File: config.mk
export PLATFORM = sky130hd
export DESIGN_NAME = pam4_frame_sync
export DESIGN_NICKNAME = d
export VERILOG_FILES = /design/src/rtl/cdr_pkg.sv /design/src/rtl/pam4_byte_fifo.sv /design/src/rtl/pam4_frame_sync.sv
export SDC_FILE = /design/constraint.sdc
export NUM_CORES = 1
export LEC_CHECK = 0
export ABC_AREA = 1
export CAP_MARGIN = 30
export CORE_UTILIZATION = 30
export DETAILED_ROUTE_END_ITERATION = 8
export PLACE_DENSITY = 0.52
export SLEW_MARGIN = 20
export SYNTH_ARGS = -nofsm -noshare
export SYNTH_HDL_FRONTEND = slang
export SYNTH_SLANG_ARGS = --single-unit
File: constraint.sdc
create_clock -name clk -period 1.88 [get_ports clk]
set_clock_uncertainty 0.15 [all_clocks]
set_input_delay 0.188 -clock clk [delete_from_list [all_inputs] [get_ports clk]]
set_output_delay 0.188 -clock clk [all_outputs]
set_load 0.02 [all_outputs]
File: src/rtl/cdr_pkg.sv
`default_nettype none
// ============================================================================
// Module   : cdr_pkg
// Brief    : Shared types and PAM4 symbol helpers for the frame-sync path.
// Revision : 1.0
// ============================================================================
package cdr_pkg;

    typedef enum logic [1:0] {
        HUNT   = 2'b00,
        VERIFY = 2'b01,
        LOCKED = 2'b10
    } sync_state_t;

    // Two's-complement quantizer levels as seen on the 4-bit s_in bus.
    localparam logic [3:0] PAM4_M3 = 4'b1101;
    localparam logic [3:0] PAM4_M1 = 4'b1111;
    localparam logic [3:0] PAM4_P1 = 4'b0001;
    localparam logic [3:0] PAM4_P3 = 4'b0011;

    // Returns {valid, bits[1:0]}; invalid levels decode to bits 00.
    function automatic logic [2:0] pam4_gray_decode(input logic [3:0] level);
        logic [2:0] result;
        case (level)
            PAM4_M3: result = 3'b100;
            PAM4_M1: result = 3'b101;
            PAM4_P1: result = 3'b111;
            PAM4_P3: result = 3'b110;
            default: result = 3'b000;
        endcase
        return result;
    endfunction

endpackage
`default_nettype wire

File: src/rtl/pam4_byte_fifo.sv
`default_nettype none
// ============================================================================
// Module   : pam4_byte_fifo
// Brief    : Synchronous show-ahead FIFO; a write while full is accepted only
//            when a read happens in the same cycle.
// Revision : 1.0
// ============================================================================
module pam4_byte_fifo #(
    parameter int DEPTH = 4,
    parameter int WIDTH = 8
) (
    input  logic             clk,
    input  logic             rst_n,
    input  logic             wr_en,
    input  logic [WIDTH-1:0] wr_data,
    output logic             full,
    input  logic             rd_en,
    output logic [WIDTH-1:0] rd_data,
    output logic             empty
);

    localparam int AW = (DEPTH > 1) ? $clog2(DEPTH) : 1;

    logic [WIDTH-1:0] r_mem [DEPTH];
    logic [AW-1:0]    r_wr_ptr;
    logic [AW-1:0]    r_rd_ptr;
    logic [AW:0]      r_count;
    logic             w_do_rd;
    logic             w_do_wr;

    assign empty   = (r_count == '0);
    assign full    = (r_count == (AW+1)'(DEPTH));
    assign w_do_rd = rd_en & ~empty;
    assign w_do_wr = wr_en & (~full | w_do_rd);
    assign rd_data = r_mem[r_rd_ptr];

    always_ff @(posedge clk or negedge rst_n) begin
        if (!rst_n) begin
            r_wr_ptr <= '0;
            r_rd_ptr <= '0;
            r_count  <= '0;
        end else begin
            if (w_do_wr) begin
                r_wr_ptr <= r_wr_ptr + AW'(1);
            end
            if (w_do_rd) begin
                r_rd_ptr <= r_rd_ptr + AW'(1);
            end
            case ({w_do_wr, w_do_rd})
                2'b10:   r_count <= r_count + (AW+1)'(1);
                2'b01:   r_count <= r_count - (AW+1)'(1);
                default: r_count <= r_count;
            endcase
        end
    end

    // Storage carries no reset; the pointers alone define the contents.
    always_ff @(posedge clk) begin
        if (w_do_wr) begin
            r_mem[r_wr_ptr] <= wr_data;
        end
    end

endmodule
`default_nettype wire

File: src/rtl/pam4_frame_sync.sv
`default_nettype none
// ============================================================================
// Module   : pam4_frame_sync
// Brief    : PAM4 symbol-to-byte packer with SYNC-byte frame alignment and a
//            payload output FIFO.
// Revision : 1.0
// ============================================================================
module pam4_frame_sync
    import cdr_pkg::*;
#(
    parameter logic [7:0] SYNC_BYTE  = 8'h3C,
    parameter int         FRAME_LEN  = 16,
    parameter int         VERIFY_N   = 2,
    parameter int         LOSS_N     = 3,
    parameter int         FIFO_DEPTH = 4
) (
    input  logic       clk,
    input  logic       rst_n,
    input  logic       sample_en,
    input  logic [3:0] s_in,
    output logic [7:0] out_data,
    output logic       out_valid,
    input  logic       out_ready,
    output logic       locked,
    output logic [1:0] state,
    output logic [7:0] sym_err_cnt,
    output logic       overflow
);

    localparam logic [7:0] LAST_IDX   = 8'(FRAME_LEN - 1);
    localparam logic [7:0] VERIFY_TGT = 8'(VERIFY_N);
    localparam logic [7:0] LOSS_TGT   = 8'(LOSS_N);

    sync_state_t r_state,       w_state;
    logic [7:0]  r_sr,          w_sr;
    logic [1:0]  r_sym_phase,   w_sym_phase;
    logic [7:0]  r_byte_idx,    w_byte_idx;
    logic [7:0]  r_verify_cnt,  w_verify_cnt;
    logic [7:0]  r_miss_cnt,    w_miss_cnt;
    logic [7:0]  r_sym_err_cnt, w_sym_err_cnt;
    logic        r_overflow,    w_overflow;
    logic        r_wr_en,       w_wr_en;
    logic [7:0]  r_wr_data,     w_wr_data;

    logic [2:0]  w_dec;
    logic        w_sym_ok;
    logic [7:0]  w_sr_shift;
    logic        w_byte_done;
    logic        w_is_sync;
    logic        w_at_sync;
    logic [7:0]  w_verify_inc;
    logic [7:0]  w_miss_inc;

    logic        w_fifo_full;
    logic        w_fifo_empty;
    logic        w_fifo_rd;
    logic [7:0]  w_fifo_data;

    always_ff @(posedge clk or negedge rst_n) begin
        if (!rst_n) begin
            r_state       <= HUNT;
            r_sr          <= '0;
            r_sym_phase   <= '0;
            r_byte_idx    <= '0;
            r_verify_cnt  <= '0;
            r_miss_cnt    <= '0;
            r_sym_err_cnt <= '0;
            r_overflow    <= 1'b0;
            r_wr_en       <= 1'b0;
            r_wr_data     <= '0;
        end else begin
            r_state       <= w_state;
            r_sr          <= w_sr;
            r_sym_phase   <= w_sym_phase;
            r_byte_idx    <= w_byte_idx;
            r_verify_cnt  <= w_verify_cnt;
            r_miss_cnt    <= w_miss_cnt;
            r_sym_err_cnt <= w_sym_err_cnt;
            r_overflow    <= w_overflow;
            r_wr_en       <= w_wr_en;
            r_wr_data     <= w_wr_data;
        end
    end

    always_comb begin
        w_dec        = pam4_gray_decode(s_in);
        w_sym_ok     = w_dec[2];
        w_sr_shift   = {r_sr[5:0], w_dec[1:0]};
        w_byte_done  = sample_en && (r_sym_phase == 2'd3);
        w_is_sync    = (w_sr_shift == SYNC_BYTE);
        w_at_sync    = (r_byte_idx == 8'd0);
        w_verify_inc = r_verify_cnt + 8'd1;
        w_miss_inc   = r_miss_cnt + 8'd1;

        w_state       = r_state;
        w_sr          = r_sr;
        w_sym_phase   = r_sym_phase;
        w_byte_idx    = r_byte_idx;
        w_verify_cnt  = r_verify_cnt;
        w_miss_cnt    = r_miss_cnt;
        w_sym_err_cnt = r_sym_err_cnt;
        w_wr_en       = 1'b0;
        w_wr_data     = r_wr_data;
        w_overflow    = r_overflow;

        // The registered write lands one cycle later; drop it if no room.
        if (r_wr_en && w_fifo_full && !w_fifo_rd) begin
            w_overflow = 1'b1;
        end

        if (sample_en) begin
            w_sr = w_sr_shift;
            if (!w_sym_ok && (r_sym_err_cnt != 8'hFF)) begin
                w_sym_err_cnt = r_sym_err_cnt + 8'd1;
            end

            case (r_state)
                HUNT: begin
                    if (w_sym_ok && w_is_sync) begin
                        w_state      = VERIFY;
                        w_sym_phase  = 2'd0;
                        w_byte_idx   = 8'd1;
                        w_verify_cnt = 8'd1;
                        w_miss_cnt   = 8'd0;
                    end
                end

                VERIFY, LOCKED: begin
                    w_sym_phase = r_sym_phase + 2'd1;
                    if (w_byte_done) begin
                        w_byte_idx = (r_byte_idx == LAST_IDX) ? 8'd0 : r_byte_idx + 8'd1;
                    end

                    if (r_state == VERIFY) begin
                        if (!w_sym_ok) begin
                            w_state      = HUNT;
                            w_verify_cnt = 8'd0;
                            w_miss_cnt   = 8'd0;
                        end else if (w_byte_done && w_at_sync) begin
                            if (w_is_sync) begin
                                w_verify_cnt = w_verify_inc;
                                if (w_verify_inc == VERIFY_TGT) begin
                                    w_state    = LOCKED;
                                    w_miss_cnt = 8'd0;
                                end
                            end else begin
                                w_state      = HUNT;
                                w_verify_cnt = 8'd0;
                                w_miss_cnt   = 8'd0;
                            end
                        end
                    end else if (w_byte_done) begin
                        if (!w_at_sync) begin
                            w_wr_en   = 1'b1;
                            w_wr_data = w_sr_shift;
                        end else if (w_is_sync) begin
                            w_miss_cnt = 8'd0;
                        end else if (w_miss_inc == LOSS_TGT) begin
                            w_state      = HUNT;
                            w_verify_cnt = 8'd0;
                            w_miss_cnt   = 8'd0;
                        end else begin
                            w_miss_cnt = w_miss_inc;
                        end
                    end
                end

                default: begin
                    w_state = HUNT;
                end
            endcase
        end
    end

    assign w_fifo_rd = out_ready & ~w_fifo_empty;

    pam4_byte_fifo #(
        .DEPTH (FIFO_DEPTH),
        .WIDTH (8)
    ) u_fifo (
        .clk     (clk),
        .rst_n   (rst_n),
        .wr_en   (r_wr_en),
        .wr_data (r_wr_data),
        .full    (w_fifo_full),
        .rd_en   (out_ready),
        .rd_data (w_fifo_data),
        .empty   (w_fifo_empty)
    );

    assign out_valid   = ~w_fifo_empty;
    assign out_data    = w_fifo_empty ? 8'h00 : w_fifo_data;
    assign locked      = (r_state == LOCKED);
    assign state       = r_state;
    assign sym_err_cnt = r_sym_err_cnt;
    assign overflow    = r_overflow;

endmodule
`default_nettype wire

# After elaboration in Yosys (flattened, before gate mapping)
# Memories as Yosys holds them, arrays and structs flattened.
# Cells that the tools add are included.
[word_totals]
register_bits = 59
ramBits = 32
inputBits = 8
out_inout_bits = 21
wordCells = 122
mem_count = 1
[mem_list]
columns = ["memory", "words", "word_bits", "read_ports", "rd_ports_with_merged_regs", "write_ports", "line", "text"]
rows = [
  ["u_fifo.r_mem", 4, 8, 1, 0, 1, "pam4_byte_fifo.sv:24", "logic [WIDTH-1:0] r_mem [DEPTH];"],
]
[op_classes]
add_sub_neg = 9
n_eq_ne = 24
muxes = 47
bitwise_logic = 7
reduce_logical = 21
[op_table]
columns = ["operator", "n"]
rows = [
  ["$mux 8", 22],
  ["$pmux 8 s2", 3],
  ["$add 8x1->8 const B", 4],
  ["$mux 2", 11],
  ["$eq 8x2->1 const B", 2],
  ["$reduce_and 8->1", 2],
  ["$ne 3x3->1 const B", 4],
  ["$pmux 3 s4", 1],
  ["$eq 4x4->1 const B", 2],
  ["$eq 8x4->1 const B", 1],
  ["$eq 8x6->1 const B", 1],
  ["$logic_not 8->1", 1],
  ["$ne 4x4->1 const B", 2],
  ["$ne 8x8->1 const B", 1],
  ["$pmux 2 s2", 2],
  ["$mux 1", 7],
  ["$reduce_and 7->1", 1],
  ["$add 2x1->2 const B", 3],
  ["$eq 2x2->1 const B", 3],
  ["$logic_and 1x1->1", 6],
  ["$pmux 3 s2", 1],
  ["$ne 5x5->1 const B", 1],
  ["$reduce_and 5->1", 1],
  ["$eq 2x1->1 const B", 2],
  ["other kinds (17)", 24],
]

# Logic depth before layout (Yosys ltp)
# Gate-level depths: netlist of run 1.
[depth]
ltp_word = 8
mapped_depth = 13
mapped_depth_nobuf = 12

# By module
# Synthesis of run 1 repeated with hierarchy kept, for this count alone.
[unflattened]
cells_unflattened = 569
area_unflattened_um2 = 4909.7
[modules_own_cells]
columns = ["mod", "instances", "cells_per_inst", "area_each_um2", "seq_area_each_um2"]
rows = [
  ["pam4_frame_sync", 1, 421, 3206.8, 1301.2],
  ["pam4_byte_fifo", 1, 148, 1702.9, 1136.1],
]

# Worst setup path before layout of run 1
# OpenSTA, ideal clock, no wires.
[synth_path]
path_kind = "flip-flop to flip-flop"
from = "register u_fifo.r_count[0]"
to = "register u_fifo.r_count[2]"
setup_time_ps = 131
arrival_ps = 1977
required_ps = 1599
slack_ps = -378
path_stages_with_launch = 11
path_buffers = 0
period_less_slack_ps = 2258
path_cell_list = "dfrtp_1 nor2_1 nand2_1 clkinv_1 nor2_1 ha_1 inv_1 fa_1 a21oi_1 o21ai_0 xor2_1"
[synth_via]
elab_chain_len = 7
word_cells_on_any_way = 13
cone_classes = "add/sub (2); eq/ne (3); mux (1); bitwise (5); reduce/logical (2)"
[synth_rtl]
columns = ["item", "line", "text"]
rows = [
  ["from (decl)", "pam4_byte_fifo.sv:27", "logic [AW:0] r_count;"],
  ["from (signal assigned)", "pam4_byte_fifo.sv:50", "2'b10: r_count <= r_count + (AW+1)'(1);"],
  ["from (signal assigned)", "pam4_byte_fifo.sv:51", "2'b01: r_count <= r_count - (AW+1)'(1);"],
  ["from (signal assigned)", "pam4_byte_fifo.sv:52", "default: r_count <= r_count;"],
  ["$logic_not 3->1 (*)", "pam4_byte_fifo.sv:31", "assign empty = (r_count == '0);"],
  ["$not 1->1 (*)", "n/a", ""],
  ["net out_valid", "pam4_frame_sync.sv:22", "output logic out_valid,"],
  ["$and 1x1->1 (*)", "pam4_byte_fifo.sv:33", "assign w_do_rd = rd_en & ~empty;"],
  ["$or 1x1->1", "pam4_byte_fifo.sv:34", "assign w_do_wr = wr_en & (~full | w_do_rd);"],
  ["$and 1x1->1", "pam4_byte_fifo.sv:34", ""],
  ["$eq 2x1->1 or $eq 2x2->1 (tied branches)", "pam4_byte_fifo.sv:49", "case ({w_do_wr, w_do_rd})"],
  ["$pmux 3 s2 or $reduce_bool 2->1 (tied branches)", "n/a", ""],
]
# Mark *: on every way through the listed nets, which the timed path passes. The rest lies on a longest branch.
# A chain may end at the register's enable or synchronous reset.

# Final worst setup path of run 1
[layout_path]
from = "register r_sr[4]"
to = "register r_state[0], in the netlist state[0]"
[layout_via]
elab_chain_len = 6
word_cells_on_any_way = 11
cone_classes = "eq/ne (4); mux (5); reduce/logical (2)"
[layout_rtl]
columns = ["item", "line", "text"]
rows = [
  ["from (decl)", "pam4_frame_sync.sv:35", "logic [7:0] r_sr, w_sr;"],
  ["from (signal assigned)", "pam4_frame_sync.sv:73", "r_sr <= w_sr;"],
  ["$eq 8x6->1 (*)", "pam4_frame_sync.sv:90", "w_is_sync = (w_sr_shift == SYNC_BYTE);"],
  ["$mux 2", "pam4_frame_sync.sv:140", "if (w_is_sync) begin"],
  ["$mux 2", "pam4_frame_sync.sv:139", "end else if (w_byte_done && w_at_sync) begin"],
  ["$mux 2", "pam4_frame_sync.sv:135", "if (!w_sym_ok) begin"],
  ["$mux 2", "pam4_frame_sync.sv:134", "if (r_state == VERIFY) begin"],
  ["$pmux 2 s2", "pam4_frame_sync.sv:117", "case (r_state)"],
  ["to (signal assigned)", "pam4_frame_sync.sv:72", "r_state <= w_state;"],
  ["to (decl)", "pam4_frame_sync.sv:34", "sync_state_t r_state, w_state;"],
]
# Every way passes the cells marked *; elsewhere a longest branch is shown, timed or not. The select of a mux whose other input is x is not followed.

==> results.sh, run 1 <==
export IMPL_sw_frac_of_total=0.379
export IMPL_cts_root_buf="clkbuf_16"
export IMPL_combPwrFrac=0.462
export IMPL_finalSetupViolations=21
export IMPL_end_kind="flip-flop"
export IMPL_drv_slew=0
export IMPL_synthToLayoutAreaGrowth_pct=34.6
export IMPL_pwr_share_seq=0.325
export IMPL_syn_avg_cell_area_um2=8.90
export IMPL_via_per_inst=4.38
export IMPL_clock_sinks=91
export IMPL_ff2ff_setup_slack_ns=-0.05
export IMPL_dpl_hpwl_um=7160
export IMPL_initial_core_util=0.311
export IMPL_final_cell_mix="nand2_1 (102), buf_4 (82), nor2_1 (74), dfrtp_1 (55), inv_1 (52)"
export IMPL_max_freq_mhz=518
export IMPL_internal_power_mw=4.85
export IMPL_synth_cells=539
export IMPL_die_h_um=128
export IMPL_grtUsageTotal=0.136
export IMPL_drcViolationCount=0
export IMPL_grt_pass1_vias=3704
export IMPL_ys_types=39
export IMPL_min_path_type="input port to asynchronous set/reset pin"
export IMPL_synth_fp_nets=565
export IMPL_yosysWarnings=0
export IMPL_yosysTopAreaCell="dfrtp_1"
export IMPL_tightest_slew_ns=0.364
export IMPL_finalCriticalPeriod_ns=1.93
export IMPL_rsz0062_at_grt="true"
export IMPL_worstPathArrival_ns=2.01
export IMPL_numPortBuffers=28
export IMPL_nets=678
export IMPL_grt_overflow=0
export IMPL_drt_iter0_drc=199
export IMPL_antenna_found_initial=0
export IMPL_final_setup_worst_slack_ns=-0.0497
export IMPL_die_x_um=128
export IMPL_grt_pass1_wl_um=17600
export IMPL_path_class="flip-flop to flip-flop"
export IMPL_antenna_left=0
export IMPL_htree_levels=3
export IMPL_final_common_cell="nand2_1"
export IMPL_place_congestion=0.822
export IMPL_worstSetupStartpointType="flip-flop"
export IMPL_async_flop_share=0.648
export IMPL_worstPathRequired_ns=1.96
export IMPL_p_clk_frac=0.214
export IMPL_crit_fanout=3
export IMPL_synth_top_area_frac=0.308
export IMPL_maxCapViolCount=0
export IMPL_die_area_um2=16500
export IMPL_drive_gt1_frac=0.315
export IMPL_worstRegToRegCells=11
export IMPL_cts_tree="built"
export IMPL_vias=3804
export IMPL_ys_ff_latch=91
export IMPL_final_hold_viol_count=0
export IMPL_violations="negative setup slack"
export IMPL_ir_drop_mv=0.739
export IMPL_netlist_top_cells_area="dfrtp_1 (31%), edfxtp_1 (20%), nand2_1 (9.5%)"
export IMPL_p_sw_mw=2.96
export IMPL_num_rows=45
export IMPL_clockBufferDepth=2
export IMPL_total_power_mw=7.81
export IMPL_pin_count=29
export IMPL_ys_seq_area_frac=0.508
export IMPL_coreArea_um2=15400
export IMPL_grt_max_degree=47
export IMPL_crit_path_start="r_sr[4]"
export IMPL_wl_per_cell_um=12.2
export IMPL_r2r_end="state[0]"
export IMPL_insertion_delay_ns=0.34
export IMPL_r2r_start="r_sr[4]"
export IMPL_post_route_period_util=1.03
export IMPL_p_per_area_nw_per_um2=1210
export IMPL_synthFlopType="dfrtp_1"
export IMPL_synth_edff_count=32
export IMPL_hold_ws_ns=0.136
export IMPL_antenna_cells=0
export IMPL_status="finished, violations left"
export IMPL_p_leak_nw=2.86
export IMPL_cts_clk_slew_worst_paths_ns=0.07
export IMPL_first_pass_iters=4
export IMPL_wl_um=10600
export IMPL_syn_cell_area_um2=4800
export IMPL_cts_made_buffers=9
export IMPL_relSlewSlack=0.757
## final cells by class
cell class / count / area (um^2)
Sequential cell: 91 / 2440
Clock inverter: 6 / 40.0
Multi-Input combinational cell: 374 / 2260
Timing Repair Buffer: 112 / 950
Fill cell: 1567 / 8970
Tap cell: 211 / 264
Inverter: 64 / 267
Clock buffer: 10 / 229
## worst max-delay path: stages, from the launching register on
cell and delay (ns):
dfrtp_1 0.41, nor2_4 0.13, nand2_2 0.07, nor2_4 0.12
nand4_1 0.13, buf_4 0.16, buf_4 0.12, buf_4 0.13
nor2_1 0.07, nand2_1 0.11, nand4_1 0.14, nand2_1 0.06
## routing by layer
metal / vias to the layer above / global-route usage / part of all wire
met3: 4 / 0.0387 / 0.035
li1: 1963 / - / -
met2: 61 / 0.227 / 0.49
met1: 1776 / 0.169 / 0.46
met4: 0 / 0.0429 / 0.0068
met5: - / 0 / 0
## cells by family after synthesis
| family | after synthesis | synth area share |
|---|---|---|
| compound gates | 65 | 0.0809 |
| xor+xnor | 19 | 0.0347 |
| fa+ha+maj | 18 | 0.0485 |
| buf+inv | 75 | 0.0642 |
| flops | 91 | 0.508 |
| mux | 1 | 0.00235 |
| simple gates | 270 | 0.261 |
## power groups by stage
stage	registers, mW	clock network, mW	logic, mW
after global routing	2.58	1.82	3.98
after global placement	2.53	0	3.18
final	2.54	1.67	3.61
after floorplan	2.64	0	1.77
after CTS	2.51	1.74	3.21
after detailed placement	2.54	0	3.21
## synth_stat cells (6+ instances only)
library cell and count:
a21oi_1 10, inv_1 57, ha_1 17, xnor2_1 6, nand4_1 15, edfxtp_1 32, o21ai_0 25, nand3_2 6
o21ai_1 13, nor2_1 80, o21ai_2 12, nand3_1 19, dfrtp_1 59, xor2_1 13, nand2_2 11, nand2_1 122
## per-stage QoR
stage               cells  cell area [um^2]  TNS, ns  worst slack (ns)   util
floorplan             539              4840  -0.0718           -0.0548      -
global placement      835              5860    -5.00            -0.232  0.380
detailed placement    835              5860    -5.52            -0.244  0.380
CTS                   854              6190   -0.249           -0.0406  0.401
global route          868              6450    -3.42            -0.174  0.418
finish                868              6450   -0.486           -0.0497  0.418
## registers in the layout, indices dropped and copies added (netlist names)
signal / count
r_miss_cnt: 8
r_byte_idx: 8
u_fifo.r_mem: 32
r_wr_data: 8
sym_err_cnt: 8
u_fifo.r_count: 3
r_wr_en: 1
r_verify_cnt: 8
r_sym_phase: 2
r_sr: 6
u_fifo.r_wr_ptr: 2
state: 2
overflow: 1
u_fifo.r_rd_ptr: 2
## what timing repair did
action	CTS	global route
gates resized for setup	53	53
endpoints found under the setup margin	29	33
pin swaps	8	26
cloned	0	2
hold buffers	1	0
setup buffers	2	12
endpoints found under the hold margin	59	0
## worst max path at each step
stage / end / cells after the start / slack, ns
floorplan: u_fifo.r_count[2] / 10 / -0.05
global placement: r_verify_cnt[6] / 10 / -0.23
detailed placement: u_fifo.r_count[2] / 10 / -0.24
CTS: u_fifo.r_count[2] / 9 / -0.04
global route: r_verify_cnt[0] / 12 / -0.17
finish: state[0] / 11 / -0.05
No activity file was read; power rests on OpenSTA's default activity.
==> inputs of run 2 (changes only) <==
Settings changed: CORE_MARGIN set to 1.5.
==> run 2 against run 1 <==
Net effect:
- the run still ends with negative setup slack left
- non-clock buffer count fell by 4
- cell count rose by 0.12%
- register-to-register slack barely moved
- power rose by 4.5%
- worst setup slack improved by 0.012 ns
- clock power rose by 17%
==> results.sh, run 2 (synthesis results as in run 1) <==
export IMPL_status="finished, violations left"
export IMPL_violations="negative setup slack"
export IMPL_fin_area_um2=6540
export IMPL_maxCapViolCount=0
export IMPL_die_x_um=129
export IMPL_cts_tree="built"
export IMPL_crit_path_top_delay_cell="dfrtp_1"
export IMPL_final_common_cell="nand2_1"
export IMPL_fin_cells=869
export IMPL_dpl_hpwl_um=7130
export IMPL_drcViolationCount=0
export IMPL_p_leak_nw=2.89
export IMPL_grt_pass1_vias=3717
export IMPL_cts_root_buf="clkbuf_16"
export IMPL_initial_core_util=0.304
export IMPL_nets=674
export IMPL_cts_clk_slew_worst_paths_ns=0.07
export IMPL_tightest_slew_ns=0.334
export IMPL_htree_levels=3
export IMPL_finalCriticalPeriod_ns=1.92
export IMPL_largest_register_ff_count=32
export IMPL_antenna_cells=0
export IMPL_post_route_period_util=1.02
export IMPL_crit_chain="nor2_4, nand2_2, nor2_4, nand4_1, nand2_2, nand2_4, buf_6, nor2_4, nand2_8, nand2_2, o21ai_2"
export IMPL_drive_gt1_frac=0.319
export IMPL_final_fill_count=1576
export IMPL_top_register="u_fifo.r_mem"
export IMPL_crit_family="simple AND/OR/NAND/NOR gates"
export IMPL_grt_overflow=0
export IMPL_drv_slew=0
export IMPL_wl_um=10600
export IMPL_die_h_um=129
export IMPL_crit_fanout=8
export IMPL_final_cell_mix="nand2_1 (101), buf_4 (77), nor2_1 (67), inv_1 (53), dfrtp_1 (53)"
export IMPL_wl_per_cell_um=12.2
export IMPL_clockBufferDepth=2
export IMPL_die_area_um2=16800
export IMPL_fin_util=0.415
export IMPL_worstPathRequired_ns=1.96
export IMPL_clock_sinks=91
export IMPL_numPortBuffers=28
export IMPL_final_setup_worst_slack_ns=-0.0377
export IMPL_dp_cells=837
export IMPL_p_per_area_nw_per_um2=1250
export IMPL_final_hold_viol_count=0
export IMPL_vias=3842
export IMPL_antenna_found_initial=0
export IMPL_r2r_start="r_sr[4]"
export IMPL_max_freq_mhz=521
export IMPL_grt_pass1_wl_um=17500
export IMPL_finalSetupViolations=10
export IMPL_antenna_left=0
export IMPL_worstPathArrival_ns=2.00
export IMPL_hold_ws_ns=0.224
export IMPL_cpPeakStageDelay_ns=0.41
export IMPL_num_rows=46
export IMPL_grtUsageTotal=0.133
export IMPL_via_per_inst=4.42
export IMPL_place_congestion=0.810
export IMPL_worstRegToRegCells=11
export IMPL_path_class="flip-flop to flip-flop"
export IMPL_pin_count=29
export IMPL_worst_path_buf_inv=1
export IMPL_place_ws_ns=-0.238
export IMPL_cts_made_buffers=9
export IMPL_postPlaceCellArea_um2=5830
export IMPL_grt_max_degree=60
export IMPL_end_kind="flip-flop"
export IMPL_drt_iter0_drc=148
export IMPL_ir_drop_mv=1.02
export IMPL_relSlewSlack=0.777
export IMPL_rsz0062_at_grt="true"
export IMPL_coreArea_um2=15800
export IMPL_worstSetupStartpointType="flip-flop"
export IMPL_first_pass_iters=4
export IMPL_insertion_delay_ns=0.35
export IMPL_crit_path_start="r_sr[4]"
export IMPL_synthToLayoutAreaGrowth_pct=36.3
export IMPL_min_path_type="input port to asynchronous set/reset pin"
export IMPL_cp_num_cells=11
==> run 2: final timing paths <==
kind	slack [ns]	end
worst min register to register	0.33	overflow
worst min-delay path	0.22	r_byte_idx[5]
worst max register to register	-0.04	r_miss_cnt[4]
min in group clk	0.33	overflow
max in group asynchronous	1.06	r_miss_cnt[0]
worst max-delay path	-0.04	r_miss_cnt[4]
==> run 2: worst reg2reg max path, delay by kind of cell (launching register included) <==
kind	cells	cell delay (ns)
AOI/OAI and AO/OA	1	0.05
buffers and inverters	1	0.12
DFF	1	0.41
and+or+nand+nor	9	1.08
==> run 2: metrics by stage <==
step | total power [mW] | setup TNS, ns
4_1_cts | 7.74 | -0.0843
3_5_place_dp | 5.73 | -4.45
2_1_floorplan | 4.42 | -0.0718
3_3_place_gp | 5.68 | -3.59
5_1_grt | 8.71 | -3.03
6_report | 8.16 | -0.190
==> run 2: area by class of cell <==
cell class	instances	area (um^2)	share of cell area
clock buffers	9	225	0.0344
multi-input cells	374	2300	0.352
clock inverters	7	96.3	0.0147
repair buffers	108	938	0.144
well taps	216	270	0.0413
inverters	64	264	0.0404
flip-flops and latches	91	2440	0.374
==> run 2: routing by layer <==
metal	track usage	vias to the layer above	share of wire
met5	0	-	0
met4	0.0307	0	0.011
met3	0.0409	8	0.036
met2	0.223	51	0.48
met1	0.167	1829	0.48
li1	-	1954	-
==> run 2: power by group <==
group	switching, mW	internal (mW)	total, mW	leakage, nW
clock network	0.784	1.17	1.96	0.161
registers	0.260	2.30	2.56	1.10
logic	1.96	1.69	3.65	1.63
==> run 2: what timing repair did <==
action,4_1_cts,5_1_grt
pin swaps,11,33
setup buffers,3,8
cloned,0,4
setup endpoints to repair,28,34
resized for setup,56,67
hold endpoints to repair,59,0
hold buffers,1,0
